==> src/rtl/lin_tx_frame_fifo_if.sv <==
// Writer/reader handshake and status bundle for the LIN TX payload FIFO.
// The writer side (APB registers or bench) uses master; the FIFO uses slave.
interface lin_tx_frame_fifo_if #(
    parameter int DATA_W = 32,
    parameter int DEPTH  = 16
);
    localparam int CNT_W = $clog2(DEPTH) + 1;

    logic              flush;
    logic              wr_en;
    logic [DATA_W-1:0] wr_data;
    logic              rd_en;
    logic [DATA_W-1:0] rd_data;
    logic              rd_valid;
    logic [CNT_W-1:0]  count;
    logic              full;
    logic              empty;
    logic              almost_full;
    logic              err_clr;
    logic              ovf_err;
    logic              unf_err;

    modport master (
        output flush, wr_en, wr_data, rd_en, err_clr,
        input  rd_data, rd_valid, count, full, empty, almost_full, ovf_err, unf_err
    );

    modport slave (
        input  flush, wr_en, wr_data, rd_en, err_clr,
        output rd_data, rd_valid, count, full, empty, almost_full, ovf_err, unf_err
    );
endinterface

==> src/rtl/lin_tx_frame_fifo.sv <==
// Synchronous FIFO buffering LIN TX payload words between the APB writer and
// the LIN transmit engine, with occupancy status, flush and sticky error flags.
module lin_tx_frame_fifo #(
    parameter int DATA_W = 32,
    parameter int DEPTH  = 16,
    parameter int AF_LVL = 12
) (
    input  logic                 clk,
    input  logic                 reset,
    lin_tx_frame_fifo_if.slave   bus
);
    localparam int PTR_W = $clog2(DEPTH);
    localparam int CNT_W = $clog2(DEPTH) + 1;

    logic [DATA_W-1:0] mem [DEPTH];
    logic [PTR_W-1:0]  wr_ptr;
    logic [PTR_W-1:0]  rd_ptr;
    logic [CNT_W-1:0]  count_q;
    logic [CNT_W-1:0]  count_nxt;
    logic [DATA_W-1:0] rd_data_q;
    logic              rd_valid_q;
    logic              ovf_q;
    logic              unf_q;

    logic full;
    logic empty;
    logic rd_accept;
    logic wr_accept;
    logic ovf_set;
    logic unf_set;

    assign full  = (count_q == CNT_W'(DEPTH));
    assign empty = (count_q == '0);

    // Flush masks both ports; a read frees a slot, so a full FIFO still takes a write alongside it.
    assign rd_accept = bus.rd_en && !empty && !bus.flush;
    assign wr_accept = bus.wr_en && (!full || rd_accept) && !bus.flush;
    assign ovf_set   = bus.wr_en && full && !rd_accept && !bus.flush;
    assign unf_set   = bus.rd_en && empty && !bus.flush;

    always_comb begin
        count_nxt = count_q;
        unique case ({wr_accept, rd_accept})
            2'b10:   count_nxt = count_q + CNT_W'(1);
            2'b01:   count_nxt = count_q - CNT_W'(1);
            default: count_nxt = count_q;
        endcase
    end

    // NOTE: the storage array has no reset branch so it maps onto plain RAM;
    // the pointers and count alone define which entries are valid.
    always_ff @(posedge clk) begin
        if (wr_accept) begin
            mem[wr_ptr] <= bus.wr_data;
        end
    end

    // NOTE: every register here uses <= so that a same-cycle write and read of
    // one slot (full FIFO) returns the old word, not the incoming one.
    always_ff @(posedge clk or posedge reset) begin
        if (reset) begin
            wr_ptr     <= '0;
            rd_ptr     <= '0;
            count_q    <= '0;
            rd_data_q  <= '0;
            rd_valid_q <= 1'b0;
        end else if (bus.flush) begin
            wr_ptr     <= '0;
            rd_ptr     <= '0;
            count_q    <= '0;
            rd_valid_q <= 1'b0;
        end else begin
            if (wr_accept) begin
                wr_ptr <= wr_ptr + PTR_W'(1);
            end
            if (rd_accept) begin
                rd_ptr    <= rd_ptr + PTR_W'(1);
                rd_data_q <= mem[rd_ptr];
            end
            rd_valid_q <= rd_accept;
            count_q    <= count_nxt;
        end
    end

    // Sticky flags: a new error in the clear cycle wins.
    always_ff @(posedge clk or posedge reset) begin
        if (reset) begin
            ovf_q <= 1'b0;
            unf_q <= 1'b0;
        end else begin
            if (ovf_set) begin
                ovf_q <= 1'b1;
            end else if (bus.err_clr) begin
                ovf_q <= 1'b0;
            end
            if (unf_set) begin
                unf_q <= 1'b1;
            end else if (bus.err_clr) begin
                unf_q <= 1'b0;
            end
        end
    end

    assign bus.rd_data     = rd_data_q;
    assign bus.rd_valid    = rd_valid_q;
    assign bus.count       = count_q;
    assign bus.full        = full;
    assign bus.empty       = empty;
    assign bus.almost_full = (count_q >= CNT_W'(AF_LVL));
    assign bus.ovf_err     = ovf_q;
    assign bus.unf_err     = unf_q;
endmodule
==> src/flat_wrapper.sv <==
// flat-port wrapper written by rule: the top's interface ports become plain ports
module lin_tx_frame_fifo_flat 
#(
    parameter int DATA_W = 32,
    parameter int DEPTH  = 16,
    parameter int AF_LVL = 12
)
  (clk, reset, bus_flush, bus_wr_en, bus_wr_data, bus_rd_en, bus_err_clr, bus_rd_data, bus_rd_valid, bus_count, bus_full, bus_empty, bus_almost_full, bus_ovf_err, bus_unf_err);
  lin_tx_frame_fifo_if #(.DATA_W(DATA_W), .DEPTH(DEPTH)) bus_i ();
  input  logic clk;
  input  logic reset;
  input wire logic [$bits(bus_i.flush)-1:0] bus_flush;
  input wire logic [$bits(bus_i.wr_en)-1:0] bus_wr_en;
  input wire logic [$bits(bus_i.wr_data)-1:0] bus_wr_data;
  input wire logic [$bits(bus_i.rd_en)-1:0] bus_rd_en;
  input wire logic [$bits(bus_i.err_clr)-1:0] bus_err_clr;
  output wire logic [$bits(bus_i.rd_data)-1:0] bus_rd_data;
  output wire logic [$bits(bus_i.rd_valid)-1:0] bus_rd_valid;
  output wire logic [$bits(bus_i.count)-1:0] bus_count;
  output wire logic [$bits(bus_i.full)-1:0] bus_full;
  output wire logic [$bits(bus_i.empty)-1:0] bus_empty;
  output wire logic [$bits(bus_i.almost_full)-1:0] bus_almost_full;
  output wire logic [$bits(bus_i.ovf_err)-1:0] bus_ovf_err;
  output wire logic [$bits(bus_i.unf_err)-1:0] bus_unf_err;
  assign bus_i.flush = bus_flush;
  assign bus_i.wr_en = bus_wr_en;
  assign bus_i.wr_data = bus_wr_data;
  assign bus_i.rd_en = bus_rd_en;
  assign bus_i.err_clr = bus_err_clr;
  assign bus_rd_data = bus_i.rd_data;
  assign bus_rd_valid = bus_i.rd_valid;
  assign bus_count = bus_i.count;
  assign bus_full = bus_i.full;
  assign bus_empty = bus_i.empty;
  assign bus_almost_full = bus_i.almost_full;
  assign bus_ovf_err = bus_i.ovf_err;
  assign bus_unf_err = bus_i.unf_err;
  lin_tx_frame_fifo #(.DATA_W(DATA_W), .DEPTH(DEPTH), .AF_LVL(AF_LVL)) u_core (.clk(clk), .reset(reset), .bus(bus_i));
endmodule
==> config.mk <==
export PLATFORM = sky130hd
export DESIGN_NAME = lin_tx_frame_fifo_flat
export DESIGN_NICKNAME = d
export VERILOG_FILES = /design/src/rtl/lin_tx_frame_fifo_if.sv /design/src/rtl/lin_tx_frame_fifo.sv /design/src/flat_wrapper.sv
export SDC_FILE = /design/constraint.sdc
export NUM_CORES = 1
export LEC_CHECK = 0
export CAP_MARGIN = 20
export CORE_UTILIZATION = 40
export DETAILED_ROUTE_END_ITERATION = 8
export PLACE_DENSITY = 0.62
export SKIP_LAST_GASP = 1
export SYNTH_ARGS = -nofsm -noshare
export SYNTH_HDL_FRONTEND = slang
export SYNTH_SLANG_ARGS = --single-unit
==> constraint.sdc <==
create_clock -name clk -period 5.55 [get_ports clk]
set_clock_uncertainty 0.2 [all_clocks]
set_input_delay 0.8325 -clock clk [delete_from_list [all_inputs] [get_ports clk]]
set_output_delay 0.8325 -clock clk [all_outputs]
set_load 0.005 [all_outputs]
# Yosys cells after proc, flatten, opt, wreduce, memory -nomap -nowiden

Memory sizes are Yosys's and may differ from the RTL's. A register that Yosys moved wholly into a read port is not among the register bits.
Cells that the tools add are included.

Add/sub/neg operators: 4
$lt $le $gt $ge: 1
Reduce and logical (&&, ||, !) cells: 21
Bitwise logic cells: 1
Equality and inequality tests: 3
Multiplexer cells: 12

Operators by type and width:

| operator                                                                             | count |
|---|---|
| 4-bit 2-to-1 mux                                                                     | 4 |
| 5-bit one-hot mux with 2 select lines                                                | 1 |
| 1-bit logical AND                                                                    | 9 |
| 4-bit by 1-bit adder with 4-bit output (second input constant)                       | 2 |
| 2-bit nonzero test                                                                   | 4 |
| 1-bit 2-to-1 mux                                                                     | 6 |
| 5-bit by 1-bit adder with 5-bit output (second input constant)                       | 1 |
| 5-bit equality test (second input constant)                                          | 1 |
| 5-bit by 4-bit greater-or-equal comparator with 1-bit output (second input constant) | 1 |
| 5-bit zero test                                                                      | 1 |
| 5-bit 2-to-1 mux                                                                     | 1 |
| 5-bit by 1-bit subtractor with 5-bit output (second input constant)                  | 1 |
| 1-bit zero test                                                                      | 4 |
| 3-bit nonzero test                                                                   | 1 |
| 2-bit by 1-bit equality test with 1-bit output (second input constant)               | 1 |
| 2-bit equality test (second input constant)                                          | 1 |
| 2-bit AND reduction                                                                  | 1 |
| 1-bit logical OR                                                                     | 1 |
| 1-bit inverter                                                                       | 1 |

Register bits: 16
Bits in writable memories: 512
Logic and storage cells: 49
Output and inout port bits: 43
Memories: 1
Bits of input ports: 38

Memories:

| name       | depth | width | rd ports | clocked after Yosys merged registers in | write ports | line                    | source |
|---|---|---|---|---|---|---|---|
| u_core.mem | 16    | 32    | 1        | 1                                       | 1           | lin_tx_frame_fifo.sv:15 | `logic [DATA_W-1:0] mem [DEPTH];` |

# Logic depth before layout (Yosys ltp)

Word-level depth: 10
Mapped depth: 11
Gate-level depth less buffers: 9

# Least setup slack after synthesis

Ideal clock, no wire load.

Kind: input-to-reg
Start: input bus_flush
End: memory u_core.mem[0][0] (enable)
Stages: 4
Data required time: 4.889 ns
Setup time: 0.461 ns
Arrival: 3.772 ns
Path buffers: 1
Path slack: 1.116 ns
Cell sequence: clkbuf_1 -> a311oi_1 -> nand2_1 -> nor3_1

Word-level cells in the longest chain between the ends: 7

Ends and longest elaborated chain:

| what                                     | line                                             | source |
|---|---|---|
| from (decl)                              | flat_wrapper.sv:12                               | `input wire logic [$bits(bus_i.flush)-1:0] bus_flush;` |
| 1-bit zero test *                        | lin_tx_frame_fifo.sv:36, lin_tx_frame_fifo.sv:37 |  |
| 1-bit logical AND                        | lin_tx_frame_fifo.sv:36                          | `assign rd_accept = bus.rd_en && !empty && !bus.flush;` |
| 1-bit logical OR                         | lin_tx_frame_fifo.sv:37                          | `assign wr_accept = bus.wr_en && (!full \|\| rd_accept) && !bus.flush;` |
| 1-bit logical AND                        | lin_tx_frame_fifo.sv:37                          |  |
| 1-bit logical AND *                      | lin_tx_frame_fifo.sv:37                          |  |
| 1-bit 2-to-1 mux *                       | lin_tx_frame_fifo.sv:53                          | `if (wr_accept) begin` |
| 1-bit 2-to-1 mux (implied by the code) * | lin_tx_frame_fifo.sv:54                          | `mem[wr_ptr] <= bus.wr_data;` |
| to (decl)                                | lin_tx_frame_fifo.sv:15                          |  |

Mark *: on every way between the ends. The rest lies on a longest branch, timed or not.

# Final worst setup path

Start: input bus_flush
End: memory u_core.mem[8][2] (enable)

Same word-level chain as after synthesis.

==> summary.md <==
| Metric | Value |
|---|---|
| Result of the run | finished with violations |
| Violated checks | DRC |
| Start-to-end type of the worst setup path | in2reg |
| Routed len/inst | around 26 um |
| Highest net fanout along the worst path | 23 |
| Count of vias placed by the detailed router | ~10,000 |
| Overall die area | roughly 55,000 sq um |
| Vias in the first global route | 10,400 |
| Minimum clock period after layout | 3760 ps |
| CTS root buffer | sky130_fd_sc_hd__clkbuf_16 |
| CTS sink cnt | 560 |
| Worst max-slew margin expressed relative to the limit | 32.0% |
| Leading cell type in the layout, fill and taps excluded | sky130_fd_sc_hd__edfxtp_1 |
| Die width | 234 um |
| Core Region | 52,800 sq um |
| Seq cells post-synth | 560 |
| Min-Delay Path Depth | 2 |
| Final global-route overflow total | 0 |
| Number of design-rule violations left by the first detailed-router iteration | 1,017 |
| Setup violators final | 0 |
| Number of violations of the max-capacitance limit | 0 |
| DRT antenna net count | 0 |
| Final std cell area, no fill | ~25,000 sq um |
| Starting density of the core | between 40 and 50% |
| Prevailing post-synth register cell | sky130_fd_sc_hd__edfxtp_1 |
| Number of buffers inserted by post-CTS setup repair | 0 |
| Initial DRT Pass Iterations | 9 |
| Final critical-path share of the clock period | 67.8% |
| Worst min path class | reg2reg |
| Commonest cells after routing, fill and taps aside | sky130_fd_sc_hd__edfxtp_1, sky130_fd_sc_hd__mux4_2, sky130_fd_sc_hd__clkdlybuf4s50_1, sky130_fd_sc_hd__mux2i_1, sky130_fd_sc_hd__clkbuf_16 |
| Power Dens Cells | 441 nW/um^2 |
| Summed instance area of the synthesized netlist | 21,500 sq um |
| Layout area overhead | 17.5% |
| Slew at the pin closest to its max-slew limit | 1020 ps |
| GRT Util Overall | 18.0% |
| Count of cells resized by post-cts repair | 0 |
| Number of cells on the worst reg-to-reg path | 5 |
| Average instance area after synthesis | 21.9 sq um |
| Top-Level Pins | 81 |
| Antenna violations before repair | 0 |
| Clock edge transition at the registers on the reported setup and hold paths | 60 ps |
| DRC violations left | 2 |
| Area of placed instances | 23,300 sq um |
| Total CTS buffers | 56 |
| DPL Wire Length | 28,900 um |
| TritonCTS clock tree | built |
| Share of flip-flops with an asynchronous set or reset | 8.57% |
| Clock latency on the worst-skew pair | 610 ps |
| Routability congestion estimate from global placement | 0.763 |
| Post-route worst hold slack | 283 ps |
| Peak supply drop | 0.283 mV |
| Post-synth EDFFs | approximately 510 |
| Endpoint class of the critical path | flop |
| Count of synthesis-stage warnings from yosys | 0 |
| Category of the worst setup path launch point | input port |
| Fmax | 266 MHz |
| Fin Setup TNS | 0 ps |
| Setup repair after global routing missed its margin | false |
| Arrival time at the worst endpoint | 3870 ps |
| First-pass GRT wire length | 70,900 um |
| Std cell rows | 84 |
| Worst endpoint required time | 5660 ps |
| Number of nets in the finished design | 1,143 |
| Net count after synthesis | between 1,000 and 1,500 |
| Cell count after synthesis | slightly below 1,000 |
| Maximum buffer depth of the clock tree | 3 |
| Number of inserted filler cells in the final layout | 4,282 |
| Hold bufs inserted after CTS | 0 |
| H-tree lvl count | 2 |
| Ratio of cells with drive above 1 in the final layout | 25.2% |
| Portion of the post-synthesis area used by sequential elements | 77.2% |
| Vias per std cell | 5.50 |
| Hold Violations, Final | 0 |
| Final-report max-slew violation count | 0 |
| Antenna diodes | 0 |
| Static power due to leakage | 7.86 nW |
| Total wire length | 47,300 um |
| Pin count of the biggest net entering global routing | 64 |
| Number of different library cells in the post-synthesis netlist | 42 |
| Die Y-Extent | 234 um |
| # port buffers | 80 |
[final cells by class]
| class | instances | area, sq um | share of cell area [%] |
|---|---|---|---|
| Sequential cell | 560 | 16600 | 65.7 |
| Timing Repair Buffer | 115 | 1080 | 4.26 |
| Tap cell | 688 | 861 | 3.41 |
| Clock buffer | 72 | 1550 | 6.16 |
| Inverter | 10 | 37.5 | 0.149 |
| Multi-Input combinational cell | 355 | 4710 | 18.7 |
| Clock inverter | 34 | 405 | 1.61 |
[synth_stat cells (5+ instances only)]
library cell / instances / share of area (%)
sky130_fd_sc_hd__mux2i_1: 67 / 3.1
sky130_fd_sc_hd__ha_1: 7 / 0.41
sky130_fd_sc_hd__inv_1: 9 / 0.16
sky130_fd_sc_hd__a21oi_1: 7 / 0.16
sky130_fd_sc_hd__a221oi_1: 25 / 1.0
sky130_fd_sc_hd__nor3_1: 7 / 0.16
sky130_fd_sc_hd__buf_2: 14 / 0.33
sky130_fd_sc_hd__buf_6: 5 / 0.26
sky130_fd_sc_hd__clkbuf_1: 31 / 0.54
sky130_fd_sc_hd__mux4_2: 128 / 13
sky130_fd_sc_hd__xor2_1: 6 / 0.24
sky130_fd_sc_hd__edfxtp_1: 512 / 72
sky130_fd_sc_hd__a221oi_2: 7 / 0.49
sky130_fd_sc_hd__dfrtp_1: 48 / 5.6
sky130_fd_sc_hd__nand2_1: 12 / 0.21
sky130_fd_sc_hd__nor2_1: 56 / 0.98
[kinds of logic after synthesis]
logic type | count (synthesis) | synth area share [%]
buffers and inverters | 64 | 1.39
AOI/OAI and AO/OA | 53 | 2.14
and+or+nand+nor | 91 | 1.89
adders and majority gates | 7 | 0.408
xor gates and xnor gates | 8 | 0.326
DFF | 560 | 77.2
muxes | 196 | 16.6
[through the flow]
| step | worst slack [ps] | power [mW] | util (%) | std cells |
|---|---|---|---|---|
| 2_1_floorplan | 1120 | 6.39 | - | 979 |
| 3_3_place_gp | 1120 | 7.26 | 44.1 | 1728 |
| 3_5_place_dp | 1090 | 7.29 | 44.1 | 1728 |
| 4_1_cts | 1750 | 11.3 | 47.8 | 1834 |
| 5_1_grt | 1570 | 11.6 | 47.8 | 1834 |
| 6_report | 1790 | 11.1 | 47.8 | 1834 |
[worst paths after layout]
kind | start | to | slack, ps
setup / recovery | bus_flush | u_core.mem[8][2]$_DFFE_PP_ | 1790
hold / removal | u_core.bus.ovf_err$_DFFE_PP0P_ | u_core.bus.ovf_err$_DFFE_PP0P_ | 280
setup reg to reg | u_core.bus.count[2]$_DFFE_PP0P_ | u_core.mem[8][2]$_DFFE_PP_ | 2130
hold reg to reg | u_core.bus.ovf_err$_DFFE_PP0P_ | u_core.bus.ovf_err$_DFFE_PP0P_ | 280
max in group asynchronous | reset | u_core.rd_ptr[3]$_DFFE_PP0P_ | 3950
min in group asynchronous | reset | u_core.bus.rd_data[18]$_DFFE_PP0P_ | 590
[critical path, cell delays in order]
cell and delay (ps):
sky130_fd_sc_hd__clkdlybuf4s50_1 680, sky130_fd_sc_hd__a311oi_1 830, sky130_fd_sc_hd__nand2_1 410, sky130_fd_sc_hd__nor2_4 810, sky130_fd_sc_hd__buf_4 290
[flip-flops by register name, indices dropped and copies added, names as in the netlist]
name                 flops
u_core.bus.count         5
u_core.bus.ovf_err       1
u_core.bus.rd_data      32
u_core.bus.rd_valid      1
u_core.bus.unf_err       1
u_core.mem             512
u_core.rd_ptr            4
u_core.wr_ptr            4
[per-layer routing]
metal	GRT usage (%)	part of all wire, %
met1	26.0	45
met2	28.1	47
met3	3.39	6.0
met4	4.40	2.0
met5	0	0
[report_power, final]
group          switching [mW]  internal (mW)  leakage, nW  total, mW
clock network            1.59           2.39        0.964       3.98
registers               0.291           4.81         5.17       5.10
logic                   0.939           1.12         1.72       2.05
total                    2.82           8.31         7.86       11.1
Note: power is estimated with default switching activity, not from simulation.
